## src/rtl/fifo_byte_reader_if.sv

```systemverilog
// Signal bundle between the FIFO read side, the byte reader and the byte sink.
// The master view belongs to the reader. It pops words from the FIFO and drives the byte stream.
// The slave view belongs to the environment around the reader.
interface fifo_byte_reader_if #(
  parameter int DATA_WIDTH = 32
);
  logic                  i_enable;
  logic                  i_fifo_empty;
  logic                  o_fifo_rd_en;
  logic [DATA_WIDTH-1:0] i_fifo_data;
  logic [7:0]            o_m_data;
  logic                  o_m_valid;
  logic                  i_m_ready;
  logic                  o_m_last;
  logic                  o_busy;
  logic [15:0]           o_word_cnt;

  modport master (
    input  i_enable,
    input  i_fifo_empty,
    input  i_fifo_data,
    input  i_m_ready,
    output o_fifo_rd_en,
    output o_m_data,
    output o_m_valid,
    output o_m_last,
    output o_busy,
    output o_word_cnt
  );

  modport slave (
    output i_enable,
    output i_fifo_empty,
    output i_fifo_data,
    output i_m_ready,
    input  o_fifo_rd_en,
    input  o_m_data,
    input  o_m_valid,
    input  o_m_last,
    input  o_busy,
    input  o_word_cnt
  );
endinterface

```

## src/rtl/fifo_byte_reader.sv

```systemverilog
// Drains a registered-output word FIFO into a valid/ready byte stream, LSB first.
// The reader holds two word slots: the current word being emitted and one prefetched word.
// It also tracks a read that is still in flight.
// Together these keep one byte per cycle flowing without over-reading the FIFO.
module fifo_byte_reader #(
  parameter int DATA_WIDTH = 32
) (
  input logic               clk,
  input logic               rst,
  fifo_byte_reader_if.master bus
);

  localparam int BYTES = DATA_WIDTH / 8;
  localparam int IDXW  = (BYTES > 1) ? $clog2(BYTES) : 1;
  localparam logic [IDXW-1:0] LAST_IDX = IDXW'(BYTES - 1);

  logic [DATA_WIDTH-1:0] r_cur;
  logic [DATA_WIDTH-1:0] r_pf;
  logic                  r_cur_valid;
  logic                  r_pf_valid;
  logic                  r_pending;
  logic [IDXW-1:0]       r_byte_idx;
  logic [15:0]           r_word_cnt;

  logic [1:0]            w_occ;
  logic                  w_rd_en;
  logic                  w_hs;
  logic                  w_word_done;
  logic [DATA_WIDTH-1:0] w_shift;

  // Words already owned or on their way; at most two may exist so a slot is always free for an arrival.
  assign w_occ       = {1'b0, r_cur_valid} + {1'b0, r_pf_valid} + {1'b0, r_pending};
  assign w_rd_en     = !rst && bus.i_enable && !bus.i_fifo_empty && (w_occ < 2'd2);
  assign w_hs        = r_cur_valid && bus.i_m_ready;
  assign w_word_done = w_hs && (r_byte_idx == LAST_IDX);
  assign w_shift     = r_cur >> {r_byte_idx, 3'b000};

  assign bus.o_fifo_rd_en = w_rd_en;
  assign bus.o_m_valid    = r_cur_valid;
  assign bus.o_m_data     = w_shift[7:0];
  assign bus.o_m_last     = r_cur_valid && (r_byte_idx == LAST_IDX);
  assign bus.o_busy       = r_cur_valid || r_pf_valid || r_pending;
  assign bus.o_word_cnt   = r_word_cnt;

  // Track the in-flight read and count every pop issued to the FIFO.
  always_ff @(posedge clk or posedge rst) begin
    if (rst) begin
      r_pending  <= 1'b0;
      r_word_cnt <= 16'd0;
    end else begin
      r_pending <= w_rd_en;
      if (w_rd_en) begin
        r_word_cnt <= r_word_cnt + 16'd1;
      end
    end
  end

  // Advance through the current word, refill it on completion, and park arriving words.
  always_ff @(posedge clk or posedge rst) begin
    if (rst) begin
      r_cur       <= '0;
      r_pf        <= '0;
      r_cur_valid <= 1'b0;
      r_pf_valid  <= 1'b0;
      r_byte_idx  <= '0;
    end else if (w_word_done) begin
      r_byte_idx <= '0;
      if (r_pf_valid) begin
        // Prefetch moves up; a word landing this cycle refills the prefetch slot.
        r_cur      <= r_pf;
        r_pf_valid <= 1'b0;
        if (r_pending) begin
          r_pf       <= bus.i_fifo_data;
          r_pf_valid <= 1'b1;
        end
      end else if (r_pending) begin
        r_cur <= bus.i_fifo_data;
      end else begin
        r_cur_valid <= 1'b0;
      end
    end else begin
      if (w_hs) begin
        r_byte_idx <= r_byte_idx + IDXW'(1);
      end
      if (r_pending) begin
        if (!r_cur_valid) begin
          r_cur       <= bus.i_fifo_data;
          r_cur_valid <= 1'b1;
        end else begin
          r_pf       <= bus.i_fifo_data;
          r_pf_valid <= 1'b1;
        end
      end
    end
  end

endmodule

```

## src/flat_wrapper.sv

```systemverilog
// flat-port wrapper written by rule: the top's interface ports become plain ports
module fifo_byte_reader_flat 
#(
  parameter int DATA_WIDTH = 32
)
  (clk, rst, bus_i_enable, bus_i_fifo_empty, bus_i_fifo_data, bus_i_m_ready, bus_o_fifo_rd_en, bus_o_m_data, bus_o_m_valid, bus_o_m_last, bus_o_busy, bus_o_word_cnt);
  fifo_byte_reader_if #(.DATA_WIDTH(DATA_WIDTH)) bus_i ();
  input logic clk;
  input logic rst;
  input wire logic [$bits(bus_i.i_enable)-1:0] bus_i_enable;
  input wire logic [$bits(bus_i.i_fifo_empty)-1:0] bus_i_fifo_empty;
  input wire logic [$bits(bus_i.i_fifo_data)-1:0] bus_i_fifo_data;
  input wire logic [$bits(bus_i.i_m_ready)-1:0] bus_i_m_ready;
  output wire logic [$bits(bus_i.o_fifo_rd_en)-1:0] bus_o_fifo_rd_en;
  output wire logic [$bits(bus_i.o_m_data)-1:0] bus_o_m_data;
  output wire logic [$bits(bus_i.o_m_valid)-1:0] bus_o_m_valid;
  output wire logic [$bits(bus_i.o_m_last)-1:0] bus_o_m_last;
  output wire logic [$bits(bus_i.o_busy)-1:0] bus_o_busy;
  output wire logic [$bits(bus_i.o_word_cnt)-1:0] bus_o_word_cnt;
  assign bus_i.i_enable = bus_i_enable;
  assign bus_i.i_fifo_empty = bus_i_fifo_empty;
  assign bus_i.i_fifo_data = bus_i_fifo_data;
  assign bus_i.i_m_ready = bus_i_m_ready;
  assign bus_o_fifo_rd_en = bus_i.o_fifo_rd_en;
  assign bus_o_m_data = bus_i.o_m_data;
  assign bus_o_m_valid = bus_i.o_m_valid;
  assign bus_o_m_last = bus_i.o_m_last;
  assign bus_o_busy = bus_i.o_busy;
  assign bus_o_word_cnt = bus_i.o_word_cnt;
  fifo_byte_reader #(.DATA_WIDTH(DATA_WIDTH)) u_core (.clk(clk), .rst(rst), .bus(bus_i));
endmodule
```

## config.mk

```make
export PLATFORM = sky130hd
export DESIGN_NAME = fifo_byte_reader_flat
export DESIGN_NICKNAME = d
export VERILOG_FILES = /design/src/rtl/fifo_byte_reader_if.sv /design/src/rtl/fifo_byte_reader.sv /design/src/flat_wrapper.sv
export SDC_FILE = /design/constraint.sdc
export NUM_CORES = 1
export LEC_CHECK = 0
export ABC_AREA = 1
export BUFFER_PORTS_ARGS = -buffer_cell sky130_fd_sc_hd__buf_2
export CAP_MARGIN = 20
export CORE_AREA = 2 2 76 107
export CTS_CLUSTER_DIAMETER = 100
export DETAILED_ROUTE_END_ITERATION = 16
export DIE_AREA = 0 0 78 109
export PLACE_DENSITY = 0.89
export SLEW_MARGIN = 20
export SYNTH_ARGS = -nofsm -noshare
export SYNTH_HDL_FRONTEND = slang
export SYNTH_SLANG_ARGS = --single-unit
```

## constraint.sdc

```tcl
create_clock -name clk -period 8.34 [get_ports clk]
set_clock_uncertainty 0.2 [all_clocks]
set_input_delay 0.834 -clock clk [delete_from_list [all_inputs] [get_ports clk]]
set_output_delay 0.834 -clock clk [all_outputs]
set_load 0.02 [all_outputs]
```

# Word-level counts from Yosys, hierarchy flattened
# Index checks and enable logic that the tools add are counted.
# classes
n_addsub,4
multipliers,0
div_mod_pow,0
order_cmp,1
eq_ne,6
shifts,1
n_mux,20
bitwise_logic,0
reduce_logical,18
# op_table
op,n
2-to-1 mux 32 bit,9
>> shifter 32 x 5 -> 8 bit,1
adder 16 x 1 -> 16 bit (second input constant),1
2-to-1 mux 1 bit,9
inequality test 2 bit (second input constant),4
nonzero test 2 bit,4
logical AND 1 bit,6
AND reduction 3 bit,2
2-to-1 mux 2 bit,2
AND reduction 4 bit,1
adder 1 x 1 -> 2 bit,1
adder 2 x 1 -> 2 bit,1
adder 2 x 1 -> 2 bit (second input constant),1
equality test 2 bit (second input constant),1
logical NOT 1 bit,2
logical OR 1 bit,2
< comparator 2 bit (second input constant),1
inequality test 2 x 1 -> 1 bit (second input constant),1
AND reduction 2 bit,1
# word_totals
register_bits,85
latch_bits,0
mem_bits_rw,0
mem_bits_ro,0
input_bits,37
output_inout_bits,28
mem_count,0

# Logic depth before layout (Yosys ltp)
# depth
depth_word,4
mapped_depth,9
ltp_nobuf,8

# Least setup slack after synthesis
# OpenSTA, ideal clock, no wires.
# synth_timing
kind,input-to-output
start,input port rst
end,output port bus_o_fifo_rd_en
t_arrival_ns,1.400
t_required_ns,7.306
path_slack_ns,5.906
path_stages,3
n_path_buf,0
path_cell_list,nor2_1 > nand3_2 > inv_1
# synth_between
elab_chain_cells,4
# synth_rtl
element,line_no,text
"start, declared",flat_wrapper.sv:9,input logic rst;
logical NOT 1 bit,fifo_byte_reader.sv:33,assign w_rd_en = !rst && bus.i_enable && !bus.i_fifo_empty && (w_occ < 2'd2);
logical AND 1 bit (3 in series),fifo_byte_reader.sv:33,
"end, declared",flat_wrapper.sv:14,output wire logic [$bits(bus_i.o_fifo_rd_en)-1:0] bus_o_fifo_rd_en;
# Every way passes these cells.

# Worst setup path in the final report
# layout_timing
start,register u_core.r_byte_idx[0]
end,output port bus_o_m_data[4]
# layout_between
elab_chain_cells,1
# layout_rtl
element,line_no,text
"start, declared",fifo_byte_reader.sv:22,logic [IDXW-1:0] r_byte_idx;
"start signal, assigned",fifo_byte_reader.sv:83,r_byte_idx <= r_byte_idx + IDXW'(1);
>> shifter 32 x 5 -> 8 bit,fifo_byte_reader.sv:36,"assign w_shift = r_cur >> {r_byte_idx, 3'b000};"
"end, declared",flat_wrapper.sv:15,output wire logic [$bits(bus_i.o_m_data)-1:0] bus_o_m_data;
# Every way passes these cells.

==> run metrics <==
outcome completed; crit path buf inv count 2; Tmin final 3.00 ns; # clock sinks 85; cell accounting for the most synthesized area dfrtp_1; vias in the first global route 3,638; slowest cell on the critical path dfrtp_1; routability-driven placement congestion ratio 0.844; Critical Path Stages 4; Placeable Area 7610 sq um; Mean Syn Cell Area 7.85 sq um; post-synth top area share 0.479; element type at the critical path end output port; Synth Register Bits 85; post-synthesis cell type count 26; CP Class flip-flop to output port; Pwr Total 1640 uW; Post-DRT Antenna Nets 0; worst flop-to-flop path startpoint u_core.r_byte_idx[0]; crit-path leading delay family flip-flops; num rows 38; Final Hold Vio Count 0; routed length per instance 12.7 um; Syn Inst Count 565; DR pass1 iterations 5; CP Launch Type flip-flop; DP Worst Slack 5.50 ns; Syn Nets 605; Max Root-Sink Buffers 2; actual slew at the worst max-slew pin 1.01 ns; reg2reg end u_core.r_cur[10]; Clk pin slew, worst setup/hold paths 0.08 ns; Synth area leaders dfrtp_1, nand2_1, inv_1; Data arrival, critical path 1.96 ns; Hold Buf Count CTS 0; RSZ-0062 raised after global routing false; Slew Viols, Final 0; DRT Wirelength 9190 um; antenna violations before repair 0; setup TNS 0 ns; post-detail-place hpwl 6330 um; Rel. slew slack 0.326; drt first-iter violations 315; GRT Util Overall 0.235; top_reg_cell synth dfrtp_1; MaxCap Viol Count 0; Setup Buffers After CTS 0; share of flip-flops with an asynchronous set or reset 1.00; crit path max fanout 18; VDD IR max 0.174 mV; Synth Cell Area 4440 sq um; largest stage delay on the critical path 0.64 ns; yosys warns 0; grt total ovfl 0; post-synthesis sequential area ratio 0.479; Ant. Diodes 0; final worst setup slack 5.34 ns; final setup fails 0; global-route wire length before repair 15,700 um; TritonCTS Buffers 9; count leader, synth nand2_1; Clock Latency Late Sink 0.36 ns; H-tree levels 3; Remaining DRCs 0; Synth top cells by count nand2_1, dfrtp_1, inv_1; Finished Layout Cells 725; DR vias/cell 5.04; fin crit share 0.359; # IOs 65; Max Clock Freq 0.334 GHz; Die X 78 um; Die Span Y 109 um; port buffer count 64; DIE AREA 8500 sq um; TritonCTS clock tree done; CP required 7.31 ns; PwrDens 330 nW/um^2; # nets final 660; layout cell share with drive strength beyond 1 0.232; critical path cell sequence inv_1 > o21ai_0 > o22ai_1 > buf_2; hold path depth 2; Post-synth EDFFs 0; worst hold endpoint u_core.r_cur[12]; dpl cells 709; path depth of the worst reg2reg path 8; root buf cell clkbuf_8; leakage 0.00272 uW; Worst Hold Class flip-flop to flip-flop; reg-to-reg setup timing slack 5.56 ns; via count 3,657; min-delay src u_core.r_cur[12]; largest net degree at the start of global routing 86; area delta synth->final 12.1%; PostCTS Resize Cnt 0; Starting Density 0.583
[layer usage]
layer / part of all wire / global-route usage / up-vias
li1: - / - / 1836
met1: 0.40 / 0.264 / 1705
met2: 0.53 / 0.411 / 98
met3: 0.047 / 0.0662 / 18
met4: 0.024 / 0.109 / 0
met5: 0 / 0 / -
[cell type report]
class                   count  area, sq um
repair buffers             65          332
fillers                   652         2630
inverters                  87          328
multi-input cells         372         1840
well taps                 100          125
flip-flops and latches     85         2130
clock inverters             3         67.6
clock buffers              13          159
[cell usage in the layout (no fill, tap or decap), drive strengths merged, types with 6 or more instances in the layout]
cell type	count
nand2	218
inv	86
dfrtp	85
buf	65
o21ai	49
nand3	39
nor2	37
clkbuf	13
o22ai	8
xor2	6
nand3b	6
[where the power goes]
part	switching [uW]	internal [uW]	total, uW
registers	132	579	711
logic	378	222	601
clock network	143	185	329
[sequential cells by signal (all words and copies together), names as in the netlist]
register	flops
u_core.bus.o_m_valid	1
u_core.bus.o_word_cnt	16
u_core.r_byte_idx	2
u_core.r_cur	32
u_core.r_pending	1
u_core.r_pf	32
u_core.r_pf_valid	1
[cell families after synthesis]
logic type	share of synthesized area
AO/OA/AOI/OAI	0.0981
buffers and inverters	0.108
flip-flops	0.479
adder cells (fa/ha/maj)	0.00846
AND/OR/NAND/NOR	0.294
XOR/XNOR	0.0118
[worst register-to-register path, stage by stage, from the launching register on]
cell     delay [ns]
dfrtp_1        0.64
ha_1           0.26
nand2_1        0.07
inv_2          0.06
nand2_1        0.08
a21oi_4        0.66
inv_2          0.44
nand2_1        0.17
nand2_1        0.08
[worst max path at each step]
stage / start / end / slack [ns]
finish: u_core.r_byte_idx[0] / bus_o_m_data[4] / 5.34
global route: u_core.r_byte_idx[0] / bus_o_m_data[7] / 5.19
CTS: u_core.bus.o_m_valid / bus_o_fifo_rd_en / 5.36
detailed placement: rst / bus_o_fifo_rd_en / 5.50
global placement: rst / bus_o_fifo_rd_en / 5.55
floorplan: rst / u_core.bus.o_m_valid / 5.11
[metrics by stage]
stage | hold WS, ns | util | cell area, sq um
after CTS | 0.281 | 0.653 | 4970
final | 0.285 | 0.654 | 4970
after detailed placement | 0.261 | 0.624 | 4740
after floorplan | 0.244 | - | 4440
after global placement | 0.264 | 0.624 | 4740
after global routing | 0.296 | 0.654 | 4970
Power figures use the tool's default switching activity.
